**src/rtl/instr_fetch_unit_pkg.sv**
```systemverilog
// Shared CPU fetch definitions: instruction size, PC alignment mask and the
// fetch queue entry layout.
// Latency: n/a (types and constants only).
// Backpressure: n/a.
package instr_fetch_unit_pkg;

  // Entry fields are sized for the widest PC/instruction the core supports.
  localparam int XLEN        = 32;
  localparam int INSTR_BYTES = 4;

  // Clears the byte-offset bits of a PC; wide enough for any ADDR_W up to 64.
  localparam logic [63:0] PC_ALIGN_MASK = ~64'(INSTR_BYTES - 1);

  typedef struct packed {
    logic [XLEN-1:0] pc;
    logic [XLEN-1:0] instr;
    logic            filled;
  } fetch_entry_t;

endpackage

```
**src/rtl/instr_fetch_unit_fetch_queue.sv**
```systemverilog
// Circular DEPTH-entry queue of fetched {pc, instr} with separate allocate
// (tail), fill (oldest unfilled) and pop (head) pointers.
// Latency: allocate/fill visible at head the cycle after the write.
// Backpressure: caller must not allocate when full or pop an unfilled head.
// Ports:
//   clk, reset           clock, async active-high reset
//   i_flush              drop every entry and rewind all pointers
//   i_alloc/i_alloc_pc   reserve tail entry for a newly issued request
//   i_fill/i_fill_data   write returned instruction into oldest unfilled entry
//   i_pop                retire head entry
//   o_head_*             head entry contents
//   o_alloc_cnt          allocated entries (0..DEPTH)
//   o_filled_cnt         allocated entries whose instruction has returned
module instr_fetch_unit_fetch_queue
  import instr_fetch_unit_pkg::*;
#(
  parameter int DEPTH  = 4,
  parameter int ADDR_W = 32,
  parameter int DATA_W = 32
) (
  input  logic                     clk,
  input  logic                     reset,
  input  logic                     i_flush,
  input  logic                     i_alloc,
  input  logic [ADDR_W-1:0]        i_alloc_pc,
  input  logic                     i_fill,
  input  logic [DATA_W-1:0]        i_fill_data,
  input  logic                     i_pop,
  output logic                     o_head_filled,
  output logic [ADDR_W-1:0]        o_head_pc,
  output logic [DATA_W-1:0]        o_head_instr,
  output logic [$clog2(DEPTH):0]   o_alloc_cnt,
  output logic [$clog2(DEPTH):0]   o_filled_cnt
);

  localparam int PTR_W = $clog2(DEPTH);
  localparam int CNT_W = PTR_W + 1;

  fetch_entry_t     r_mem [DEPTH];
  logic [PTR_W-1:0] r_head;
  logic [PTR_W-1:0] r_tail;
  logic [PTR_W-1:0] r_fill;
  logic [CNT_W-1:0] r_alloc_cnt;
  logic [CNT_W-1:0] r_filled_cnt;

  // Alloc, fill and pop never target the same entry in one cycle: tail is
  // unallocated, fill is allocated-but-empty, head is filled.
  always_ff @(posedge clk or posedge reset) begin
    if (reset) begin
      r_head       <= '0;
      r_tail       <= '0;
      r_fill       <= '0;
      r_alloc_cnt  <= '0;
      r_filled_cnt <= '0;
      for (int i = 0; i < DEPTH; i++) begin
        r_mem[i] <= '0;
      end
    end else if (i_flush) begin
      r_head       <= '0;
      r_tail       <= '0;
      r_fill       <= '0;
      r_alloc_cnt  <= '0;
      r_filled_cnt <= '0;
      for (int i = 0; i < DEPTH; i++) begin
        r_mem[i].filled <= 1'b0;
      end
    end else begin
      if (i_alloc) begin
        r_mem[r_tail].pc     <= XLEN'(i_alloc_pc);
        r_mem[r_tail].filled <= 1'b0;
        r_tail               <= r_tail + 1'b1;
      end
      // Responses return in request order, so the oldest unfilled entry is
      // always the one this response belongs to.
      if (i_fill) begin
        r_mem[r_fill].instr  <= XLEN'(i_fill_data);
        r_mem[r_fill].filled <= 1'b1;
        r_fill               <= r_fill + 1'b1;
      end
      if (i_pop) begin
        r_mem[r_head].filled <= 1'b0;
        r_head               <= r_head + 1'b1;
      end
      r_alloc_cnt  <= r_alloc_cnt + CNT_W'(i_alloc) - CNT_W'(i_pop);
      r_filled_cnt <= r_filled_cnt + CNT_W'(i_fill) - CNT_W'(i_pop);
    end
  end

  assign o_head_filled = r_mem[r_head].filled;
  assign o_head_pc     = ADDR_W'(r_mem[r_head].pc);
  assign o_head_instr  = DATA_W'(r_mem[r_head].instr);
  assign o_alloc_cnt   = r_alloc_cnt;
  assign o_filled_cnt  = r_filled_cnt;

endmodule

```
**src/rtl/instr_fetch_unit.sv**
```systemverilog
// Fetch stage: steers the PC register, issues in-order imem requests and
// queues returned instructions for decode.
// Latency: request accepted in cycle N -> earliest decode valid in N+2.
// Backpressure: decode stall fills the queue; full queue gates requests and
//   holds the PC. Redirect flushes; orphan responses are counted and dropped.
// Ports:
//   clk, reset                 clock, async active-high reset
//   pc / pc_next               PC register output / next-value input
//   redirect_valid/_pc         taken branch/jump; flush and restart
//   imem_req_valid/_ready/addr request channel (addr = pc)
//   imem_rsp_valid/_data       in-order response channel, never stalled
//   out_valid/_ready           decode handshake
//   out_instr/_pc/_pc_plus4    head instruction, its PC and PC+4
module instr_fetch_unit
  import instr_fetch_unit_pkg::*;
#(
  parameter int DEPTH  = 4,
  parameter int ADDR_W = 32,
  parameter int DATA_W = 32
) (
  input  logic              clk,
  input  logic              reset,
  input  logic [ADDR_W-1:0] pc,
  output logic [ADDR_W-1:0] pc_next,
  input  logic              redirect_valid,
  input  logic [ADDR_W-1:0] redirect_pc,
  output logic              imem_req_valid,
  input  logic              imem_req_ready,
  output logic [ADDR_W-1:0] imem_addr,
  input  logic              imem_rsp_valid,
  input  logic [DATA_W-1:0] imem_rsp_data,
  output logic              out_valid,
  input  logic              out_ready,
  output logic [DATA_W-1:0] out_instr,
  output logic [ADDR_W-1:0] out_pc,
  output logic [ADDR_W-1:0] out_pc_plus4
);

  localparam int CNT_W = $clog2(DEPTH) + 1;

  logic             w_accept;
  logic             w_fill;
  logic             w_pop;
  logic             w_kill_active;
  logic             w_head_filled;
  logic [CNT_W-1:0] w_alloc_cnt;
  logic [CNT_W-1:0] w_filled_cnt;
  logic [CNT_W-1:0] r_kill_cnt;

  assign w_kill_active  = (r_kill_cnt != '0);
  assign imem_req_valid = ~reset & ~redirect_valid & (w_alloc_cnt < CNT_W'(DEPTH));
  assign imem_addr      = pc;
  assign w_accept       = imem_req_valid & imem_req_ready;
  // A response in the redirect cycle is never written; it is accounted for
  // in the kill count instead.
  assign w_fill         = imem_rsp_valid & ~w_kill_active & ~redirect_valid;
  assign out_valid      = w_head_filled & ~redirect_valid;
  assign w_pop          = out_valid & out_ready;
  assign out_pc_plus4   = out_pc + ADDR_W'(INSTR_BYTES);

  // The PC register has no enable: holding means feeding pc back.
  always_comb begin
    pc_next = pc;
    if (reset) begin
      pc_next = '0;
    end else if (redirect_valid) begin
      pc_next = redirect_pc & ADDR_W'(PC_ALIGN_MASK);
    end else if (w_accept) begin
      pc_next = pc + ADDR_W'(INSTR_BYTES);
    end
  end

  // Kill count = responses still owed by memory for flushed requests. On a
  // flush every allocated-but-unfilled entry becomes an orphan; a response
  // arriving that same cycle is dropped and so is not owed any more, whether
  // it was an older orphan or one of the entries being flushed.
  always_ff @(posedge clk or posedge reset) begin
    if (reset) begin
      r_kill_cnt <= '0;
    end else if (redirect_valid) begin
      r_kill_cnt <= r_kill_cnt + (w_alloc_cnt - w_filled_cnt) - CNT_W'(imem_rsp_valid);
    end else if (imem_rsp_valid & w_kill_active) begin
      r_kill_cnt <= r_kill_cnt - 1'b1;
    end
  end

  instr_fetch_unit_fetch_queue #(
    .DEPTH  (DEPTH),
    .ADDR_W (ADDR_W),
    .DATA_W (DATA_W)
  ) u_queue (
    .clk           (clk),
    .reset         (reset),
    .i_flush       (redirect_valid),
    .i_alloc       (w_accept),
    .i_alloc_pc    (pc),
    .i_fill        (w_fill),
    .i_fill_data   (imem_rsp_data),
    .i_pop         (w_pop),
    .o_head_filled (w_head_filled),
    .o_head_pc     (out_pc),
    .o_head_instr  (out_instr),
    .o_alloc_cnt   (w_alloc_cnt),
    .o_filled_cnt  (w_filled_cnt)
  );

endmodule

```
**config.mk**
```make
export PLATFORM = sky130hd
export DESIGN_NAME = instr_fetch_unit
export DESIGN_NICKNAME = d
export VERILOG_FILES = /design/src/rtl/instr_fetch_unit_pkg.sv /design/src/rtl/instr_fetch_unit_fetch_queue.sv /design/src/rtl/instr_fetch_unit.sv
export SDC_FILE = /design/constraint.sdc
export NUM_CORES = 1
export LEC_CHECK = 0
export BUFFER_PORTS_ARGS = -buffer_cell sky130_fd_sc_hd__buf_2
export CORE_MARGIN = 10
export CORE_UTILIZATION = 30
export CTS_BUF_LIST = sky130_fd_sc_hd__clkbuf_4 sky130_fd_sc_hd__clkbuf_8 sky130_fd_sc_hd__clkbuf_16
export DETAILED_ROUTE_END_ITERATION = 10
export GPL_ROUTABILITY_DRIVEN = 0
export HOLD_SLACK_MARGIN = 0.03
export PLACE_DENSITY = 0.57
export RECOVER_POWER = 25
export SLEW_MARGIN = 20
export SYNTH_ARGS = -nofsm -noshare
export SYNTH_HDL_FRONTEND = slang
export SYNTH_HIERARCHICAL = 1
export SYNTH_SLANG_ARGS = --single-unit
```
**constraint.sdc**
```tcl
create_clock -name clk -period 8.4 [get_ports clk]
set_input_delay 1.68 -clock clk [delete_from_list [all_inputs] [get_ports clk]]
set_output_delay 1.68 -clock clk [all_outputs]
set_load 0.05 [all_outputs]
```
* Word-level counts from Yosys, hierarchy flattened
Index checks and enable logic that the tools add are counted.
** Word-level totals
- Output and inout port bits :: 162
- Bits in registers :: 275
- Word-level logic and storage cells :: 100
** Cells by class
- $add $sub $neg :: 13
- Magnitude comparators :: 7
- Muxes and demuxes :: 40
- Bitwise logic cells :: 14
- Reduce and logical (&&, ||, !) cells :: 8
** Operators with widths (count)
- $bwmux W260 :: 5
- $mux W260 :: 5
- $demux W65 S2 :: 5
- $mux W65 :: 3
- $bmux W65 S2 :: 1
- $mux W32 :: 3
- $add A32 B3 Y32 const B :: 2
- $mux W33 :: 1
- $mux W2 :: 6
- $mux W3 :: 4
- $ge A3 B3 Y1 const B :: 3
- $lt A3 B1 Y1 const B :: 3
- $not A2 Y3 :: 3
- $sub A3 B1 Y3 :: 3
- $and A1 B1 Y1 :: 8
- $reduce_bool A2 Y1 :: 4
- $mux W1 :: 7
- $add A2 B1 Y2 const B :: 3
- $add A3 B1 Y3 :: 2
- $add A3 B3 Y3 :: 1
- $logic_and A1 B1 Y1 :: 3
- $lt A3 B3 Y1 const B :: 1
- $not A1 Y1 :: 3
- $reduce_bool A3 Y1 :: 1
- 2 further kinds :: 2

* Depth between registers and ports, before layout
Gate-level depths: netlist of run 1.
- Depth in word-level cells :: 16
- Mapped depth :: 13
- Depth with buffers taken out :: 11

* Hierarchy
The synthesis of run 1 kept the hierarchy.
** Modules (own cells, without submodules)
- instr_fetch_unit_fetch_queue :: cells each 708, seq. area each 6806.5 um^2, times used 1, area each 12144.1 um^2
- instr_fetch_unit :: cells each 350, seq. area each 75.1 um^2, times used 1, area each 2379.8 um^2

* Worst setup path before layout of run 1
No wires, ideal clock.
- Path kind :: input-to-output
- From :: input reset
- To :: output pc_next[11]
- Slack :: 1.529 ns
- Stages on the path :: 6
- Arrival time :: 5.191 ns
- Data required time :: 6.720 ns
- Cells stage by stage :: buf_6 > or4b_4 > clkinv_2 > and4_1 > a211oi_1 > a2111oi_0
** On the way
- Longest elaborated chain between the ends :: 7
** RTL lines
- start, declared :: RTL line instr_fetch_unit.sv:22 : input logic reset,
- $not A1 Y1 :: RTL line instr_fetch_unit.sv:51 : assign imem_req_valid = ~reset & ~redirect_valid & (w_alloc_cnt < CNT_W'(DEPTH));
- $and A1 B1 Y1 (2 in a row) :: RTL line instr_fetch_unit.sv:51
- $and A1 B1 Y1 :: RTL line instr_fetch_unit.sv:53 : assign w_accept = imem_req_valid & imem_req_ready;
- $mux W32 :: RTL line instr_fetch_unit.sv:68 : end else if (w_accept) begin
- $mux W32 :: RTL line instr_fetch_unit.sv:66 : end else if (redirect_valid) begin
- $mux W32 (*) :: RTL line instr_fetch_unit.sv:64 : if (reset) begin
- end, declared :: RTL line instr_fetch_unit.sv:24 : output logic [ADDR_W-1:0] pc_next,
Mark *: on every way between the ends. The rest lies on a longest branch, timed or not.

* Final worst setup path of run 1
- From :: input reset
- To :: output pc_next[21]
The elaborated chain is that of the path after synthesis.

==> impl_results.md, run 1 <==
* Maximum number of pins on one net before global-route repair at slightly below 80
* Clk pin slew, worst setup/hold paths at roughly 0.060 ns
* Top sig layer: met5
* Core box area at around 48000 µm²
* WL met2 at 19300 µm
* Seq/Total Area, Yosys at 0.474
* Max Fclk at ~0.15 GHz
* Synth Instances at around 1100
* Crit path max fanout at 29
* Mapped Nets at 1187
* Worst path cell trace: clkbuf_1 > or4b_1 > clkinv_2 > nand2_1 > or4_1 > a311oi_1 > buf_2
* CP Class: primary input to output port
* CTS root buf: clkbuf_16
* Number of global-route vias before repair at around 10000
* Post-CTS Hold Fix Bufs at 0
* Tightest Pin Transition at approximately 3.9 ns
* Setup crit end kind: output port
* Total wire length at around 41000 µm
* Cts bufs inserted at 31
* DRT iter0 DRCs at about 500
* Final Cycle Share at 0.788
* Commonest non-fill, non-tap cell in the layout: dfrtp_1
* Vias after detailed routing at between 9000 and 10000
* IO Count at roughly 260
* Crit-path max cell delay at 0.86 ns
* Failing checks: max-capacitance violations, max-slew violations
* Post-Syn Area per Cell at approximately 14 µm²
* Worst slew margin at -1.63
* Worst Path Arrival at between 4 and 5 ns
* Final setup fails at 0
* Post-synth cell types at around 60
* Ranking of synthesized cells by area: dfrtp_1 (47%), mux2_2 (19%), mux4_2 (10%), buf_4 (2.0%), xnor2_1 (1.9%)
* Leak at just over 8 nW
* Largest area contributor in the netlist: dfrtp_1
* WP buf/inv at 3
* M1 WL at 17400 µm
* # fillers at 4692
* Rows at 80
* Area Overhead vs Synth at 17.5%
* Leading cell types in the layout, fill and taps excluded: dfrtp_1 (273), buf_2 (258), mux2_2 (250)
* Die H at roughly 240 µm
* Routed Antenna Nets at 0
* WL met3 at approximately 3400 µm
* Post-synth EDFFs at 0
* Sw frac at 0.385
* Nets at ~1400
* Hold Crit Class: register to register
* Synth Register Bits at 275
* Worst hold slack at approximately 0.46 ns
* Yosys top cell area share at 0.474
* Setup repair after global routing missed its margin: false
* H-tree depth at 1
* Clock power frac at 0.295
* P per Cell Area at 264 nW/µm²
* Crit path time final at ~6.6 ns
* Critical Path Source Type: primary input
* Postcts setup bufs at 0
* Status: finished, violations left
* Die Wd at between 200 and 250 µm
* Share of cells above drive strength 1 at 0.513
* Die Area at 57600 µm²
* First-pass GRT wire length at ~63000 µm
* DR WL/cell at approximately 21 µm
* CTS Buffer Depth at 3
* Post-CTS sizing at 0
* Gr usage total at 0.140
* Pins Over Slew Limit at roughly 160
* Maximum vdd drop at about 0.20 mV
* Vias per inst at between 5 and 6
* Switching Power at roughly 0.0017 W
* Primary FF master, synth: dfrtp_1
* Clk Latency, worst-skew pair at about 0.56 ns
* Comb power frac at 0.352
* DRC viols at 0
* Final hold viol count at 0
* Critical path's slowest cell: or4b_1
* Async SR Flop Fraction at 1.00
* Seq pwr share at 0.352
* HPWL after DPL at about 29000 µm
* Largest delay share family, worst path: simple AND/OR/NAND/NOR gates
* Setup WS post-layout at 1.78 ns
* Yosys warnings at 6
* Port bufs at approximately 260
* CTS tree: done
* Fin cells at between 1500 and 2000
* Placed Cells at 1853
* Clk sinks at 275
* Pre-antenna DRT Iters at 5
* Worst-case clock skew at 0.0153 ns
* Syn Std Cell Area at between 10000 and 15000 µm²
* Initial antenna violation count at 7
* Max-cap violations at 3
* Worst R2R Setup Slack at between 4 and 5 ns
* Required time of the critical path at about 6.7 ns
* Effective utilization at floorplan at 0.304
* Post-Place Setup Slack at ~2.3 ns
* Pint at about 0.0028 W
* Total grt overflow at 0
* Power Total at 0.00450 W
* Sum Neg Setup Slack at 0 ns
## path summary, 6_finish.rpt
path,cells past startpoint,from,to
setup / recovery,7,reset,pc_next[21]
max in group asynchronous,5,reset,async pin
min in group asynchronous,2,reset,r_kill_cnt[2]$_DFFE_PP0P_
hold reg to reg,1,r_kill_cnt[2]$_DFFE_PP0P_,r_kill_cnt[2]$_DFFE_PP0P_
setup reg to reg,11,u_queue/r_head[0]$_DFFE_PP0P_,u_queue/o_filled_cnt[2]$_DFF_PP0_
hold / removal,1,r_kill_cnt[2]$_DFFE_PP0P_,r_kill_cnt[2]$_DFFE_PP0P_
## routing by layer
metal / global-route usage / up-vias
li1: - / 4327
met1: 0.175 / 4921
met2: 0.230 / 306
met3: 0.0429 / 54
met4: 0.0337 / 8
met5: 0 / -
## power by group through the flow
stage	combinational, W	sequential [W]	clock [W]
finish	0.00158	0.00158	0.00133
detailed placement	0.00160	0.00161	0
global placement	0.00158	0.00159	0
floorplan	0.00125	0.00157	0
global route	0.00168	0.00161	0.00144
CTS	0.00161	0.00158	0.00138
## Yosys cell counts (2+ instances only)
library cell  count
or4_1            11
buf_1             4
nand2_1          34
or3_1             5
nor2b_1           4
mux2_1            7
a32oi_1           2
buf_12            3
clkbuf_1         13
mux4_2           65
o21ai_0           7
mux2_2          250
buf_6            13
xnor3_1           2
nor4_1            4
and4_1           12
o211ai_1          6
buf_2            24
mux2i_1           4
a2bb2oi_1         2
a21oi_1           3
dfrtp_1         275
nor2_1           38
xor2_1           12
ha_1             21
nand3_1          26
and3_1            5
and2_1            9
nor4_2            2
fa_1              6
o31ai_1           7
nand3b_4          3
a221oi_1          5
a211oi_1          9
nor3_1            5
nand3b_2          5
a311oi_1         10
nand2b_1          2
buf_4            38
a21bo_2           4
inv_1            31
nand4_1          22
xnor2_1          32
## worst register-to-register path, cell delays in order (launching register included)
cell	delay [ns]
dfrtp_4	0.94
buf_4	0.69
mux4_2	0.59
nor2b_1	0.18
and2_1	0.32
ha_1	0.33
inv_1	0.05
ha_1	0.13
inv_1	0.05
fa_1	0.38
xnor3_1	0.22
nor2_1	0.05
## per-stage QoR
| stage | utilization | instance area (µm²) |
|---|---|---|
| 5_1_grt | 0.357 | 17100 |
| 3_5_place_dp | 0.335 | 16000 |
| 4_1_cts | 0.356 | 17000 |
| 6_report | 0.357 | 17100 |
| 2_1_floorplan | - | 14500 |
| 3_3_place_gp | 0.335 | 16000 |
## layout make-up
| type | count | area [µm²] | area share |
|---|---|---|---|
| antenna | 1 | 2.50 | 0.000147 |
| multi-input combinational | 654 | 6830 | 0.400 |
| clock buffer | 45 | 925 | 0.0542 |
| tap | 615 | 769 | 0.0451 |
| inverter | 33 | 129 | 0.00755 |
| sequential | 275 | 6890 | 0.404 |
| timing repair buffer | 277 | 1430 | 0.0839 |
| clock inverter | 11 | 86.3 | 0.00506 |
## cells by family (layout without fill, tap and decap cells)
group | Yosys count | count (layout) | synth area share
buf+inv | 129 | 366 | 0.0562
xor+xnor | 46 | 46 | 0.0296
mux | 326 | 326 | 0.303
flops | 275 | 275 | 0.474
fa+ha+maj | 27 | 27 | 0.0264
simple gates | 193 | 193 | 0.0781
compound gates | 62 | 62 | 0.0331
other cells | 0 | 1 | 0
Power figures use the tool's default switching activity.
==> run 2: changes to the inputs <==
Clock period 8.4 ns to 5.4 ns, I/O delays scaled along.
==> run 2 against run 1 <==
The run still ends with max-capacitance violations, max-slew violations left. Global-route usage grew 0.13 points. First-iteration DRC count decreased by 23%. Worst hold slack gained 0.0052 ns. Routed wire length grew 0.11%. Critical path type is now register to output port. Critical endpoint is now out_pc_plus4[31]. Largest cell class unchanged. Largest power group is now combinational cells.
==> impl_results.md, run 2 (same netlist as run 1, synthesis figures left out) <==
* Status: finished, violations left
* Failing checks: max-capacitance violations, max-slew violations
* Die H at 240 µm (unchanged)
* Setup WS post-layout at 0.727 ns (-1.05 ns)
* Final Cycle Share at 0.865
* Setup crit end kind: output port
* Sw frac at 0.381 (-0.00382)
* Min-delay src: r_kill_cnt[2]$_DFFE_PP0P_
* Critical path's slowest cell: dfrtp_4
* Initial antenna violation count at 6 (-1)
* Final Cell Area at 17300 µm² (+1.2%)
* Nets at 1411 (+0.71%)
* Hold worst-path end: r_kill_cnt[2]$_DFFE_PP0P_
* Worst path cell trace: buf_4 > mux4_2 > and4_1 > and4_1 > nand4_1 > xnor2_1 > buf_2
* Power Total at 0.00719 W (+60%)
* First-pass GRT wire length at 62800 µm (+0.31%)
* Worst reg2reg path endpoint: u_queue/o_filled_cnt[2]$_DFF_PP0_
* Worst-case clock skew at 0.0216 ns (+0.00633 ns)
* Setup repair after global routing missed its margin: false
* Hold depth at 1 (unchanged)
* HPWL after DPL at 28800 µm (-0.50%)
* Final hold viol count at 0 (unchanged)
* IO Count at 264 (unchanged)
* Clk sinks at 275 (unchanged)
* Total grt overflow at 0 (unchanged)
* Reg2Reg Depth at 11 (unchanged)
* Critical Path Source Type: register
* P per Cell Area at 416 nW/µm² (+58%)
* Crit path from: u_queue/r_head[0]$_DFFE_PP0P_
* Port bufs at 261 (unchanged)
* Vias per inst at 5.02 (-0.28%)
* Pre-antenna DRT Iters at 5 (unchanged)
* Seq pwr share at 0.343 (-0.009)
* Rows at 80 (unchanged)
* Number of global-route vias before repair at 10300 (+0.88%)
* Cts bufs inserted at 35 (+13%)
* Post-Place Setup Slack at 0.783 ns (-1.50 ns)
* Post-CTS sizing at 0 (unchanged)
* Crit path time final at approximately 4.7 ns
* Comb power frac at 0.344 (-0.008)
* Crit path max fanout at 27 (-6.9%)
* Core box area at 47800 µm² (unchanged)
* Area Overhead vs Synth at 18.9%
* Pins Over Slew Limit at 89 (-44%)
* Maximum vdd drop at 0.339 mV (+74%)
* Share of cells above drive strength 1 at 0.518 (+0.00527)
* Vias after detailed routing at 9649 (+0.34%)
* Required time of the critical path at 4.32 ns (-2.40 ns)
* Final setup fails at 0 (unchanged)
* CTS root buf: clkbuf_16
* CTS Buffer Depth at 3 (unchanged)
* Total wire length at 41000 µm (+0.11%)
* Sum Neg Setup Slack at 0 ns (unchanged)
* Max Fclk at between 0.2 and 0.25 GHz
* CTS tree: done
* Final core occ at 0.361 (+0.00439)
* Effective utilization at floorplan at 0.304 (unchanged)
* Top cell by count, worst path: and4_1
* Pint at 0.00445 W (+61%)
* Commonest non-fill, non-tap cell in the layout: dfrtp_1
* Worst Path Arrival at 3.59 ns (-1.35 ns)
* Worst slew margin at -0.927 (+0.701)
* Tightest Pin Transition at 2.89 ns (-1.05 ns)
* Die Area at 57600 µm² (unchanged)
* Max-cap violations at 2 (-1)
* Maximum number of pins on one net before global-route repair at 177 (+130%)
* DRT iter0 DRCs at 378 (-23%)
* Clock power frac at 0.313 (+0.018)
* # fillers at 4676 (-0.34%)
* Leading cell types in the layout, fill and taps excluded: dfrtp_1 (273), buf_2 (258), mux2_2 (250)
* Placed Area at 16100 µm² (+0.55%)
* Worst R2R Setup Slack at 1.44 ns (-2.89 ns)
* Reg2Reg Launch Point: u_queue/r_head[0]$_DFFE_PP0P_
* Post-CTS Hold Fix Bufs at 0 (unchanged)
* Leak at 8.26 nW (+1.1%)
* Routed Antenna Nets at 0 (unchanged)
* DRC viols at 0 (unchanged)
* Crit-path max cell delay at 0.83 ns (-0.03 ns)
* CP Class: register to output port
* Clk pin slew, worst setup/hold paths at 0.05 ns (about the same)
* Die Wd at 240 µm (unchanged)
* H-tree depth at 2 (+1)
* Switching Power at 0.00274 W (+58%)
* Gr usage total at 0.141 (+0.00134)
* DR WL/cell at 21.3 µm (-0.51%)
* Postcts setup bufs at 0 (unchanged)
* Clk Latency, worst-skew pair at 0.53 ns (-0.03 ns)
* Hold Crit Class: register to register
==> run 2: worst max path at each step <==
stage	endpoint	slack, ns	cells past startpoint
2_1_floorplan	pc_next[24]	0.21	7
3_3_place_gp	pc_next[29]	0.81	7
3_5_place_dp	pc_next[27]	0.78	7
4_1_cts	out_pc_plus4[31]	0.61	7
5_1_grt	out_pc_plus4[31]	0.45	7
6_report	out_pc_plus4[31]	0.73	7
==> run 2: worst max-delay path, delay by kind of cell (launching register included) <==
kind / cells / cell delay, ns
xor+xnor: 1 / 0.17
flops: 1 / 0.83
simple gates: 3 / 0.72
buf+inv: 2 / 0.72
mux: 1 / 0.62
==> run 2: through the flow <==
stage,cells,hold WS (ns)
finish,1923,0.469
detailed placement,1859,0.461
floorplan,1058,0.433
global placement,1859,0.455
CTS,1919,0.472
global route,1920,0.504
==> run 2: area by class of cell <==
| class | count | area (µm²) | share of cell area |
|---|---|---|---|
| timing repair buffer | 283 | 1510 | 0.0875 |
| multi-input combinational | 654 | 6840 | 0.396 |
| sequential | 275 | 6890 | 0.399 |
| inverter | 33 | 126 | 0.00732 |
| clock buffer | 48 | 1020 | 0.0589 |
| tap | 615 | 769 | 0.0446 |
| antenna | 3 | 7.51 | 0.000435 |
| clock inverter | 12 | 108 | 0.00623 |
==> run 2: metal layers <==
layer / wire length [µm] / track usage / vias to the layer above
li1: - / - / 4360
met1: 17400 / 0.172 / 4934
met2: 19200 / 0.232 / 290
met3: 3260 / 0.0456 / 61
met4: 1130 / 0.0443 / 4
met5: 26 / 0 / -
==> run 2: power groups by stage <==
stage	clock, W	sequential (W)	combinational, W
2_1_floorplan	0	0.00245	0.00194
3_3_place_gp	0	0.00248	0.00247
3_5_place_dp	0	0.00250	0.00250
4_1_cts	0.00234	0.00246	0.00250
5_1_grt	0.00242	0.00250	0.00262
6_report	0.00225	0.00246	0.00247
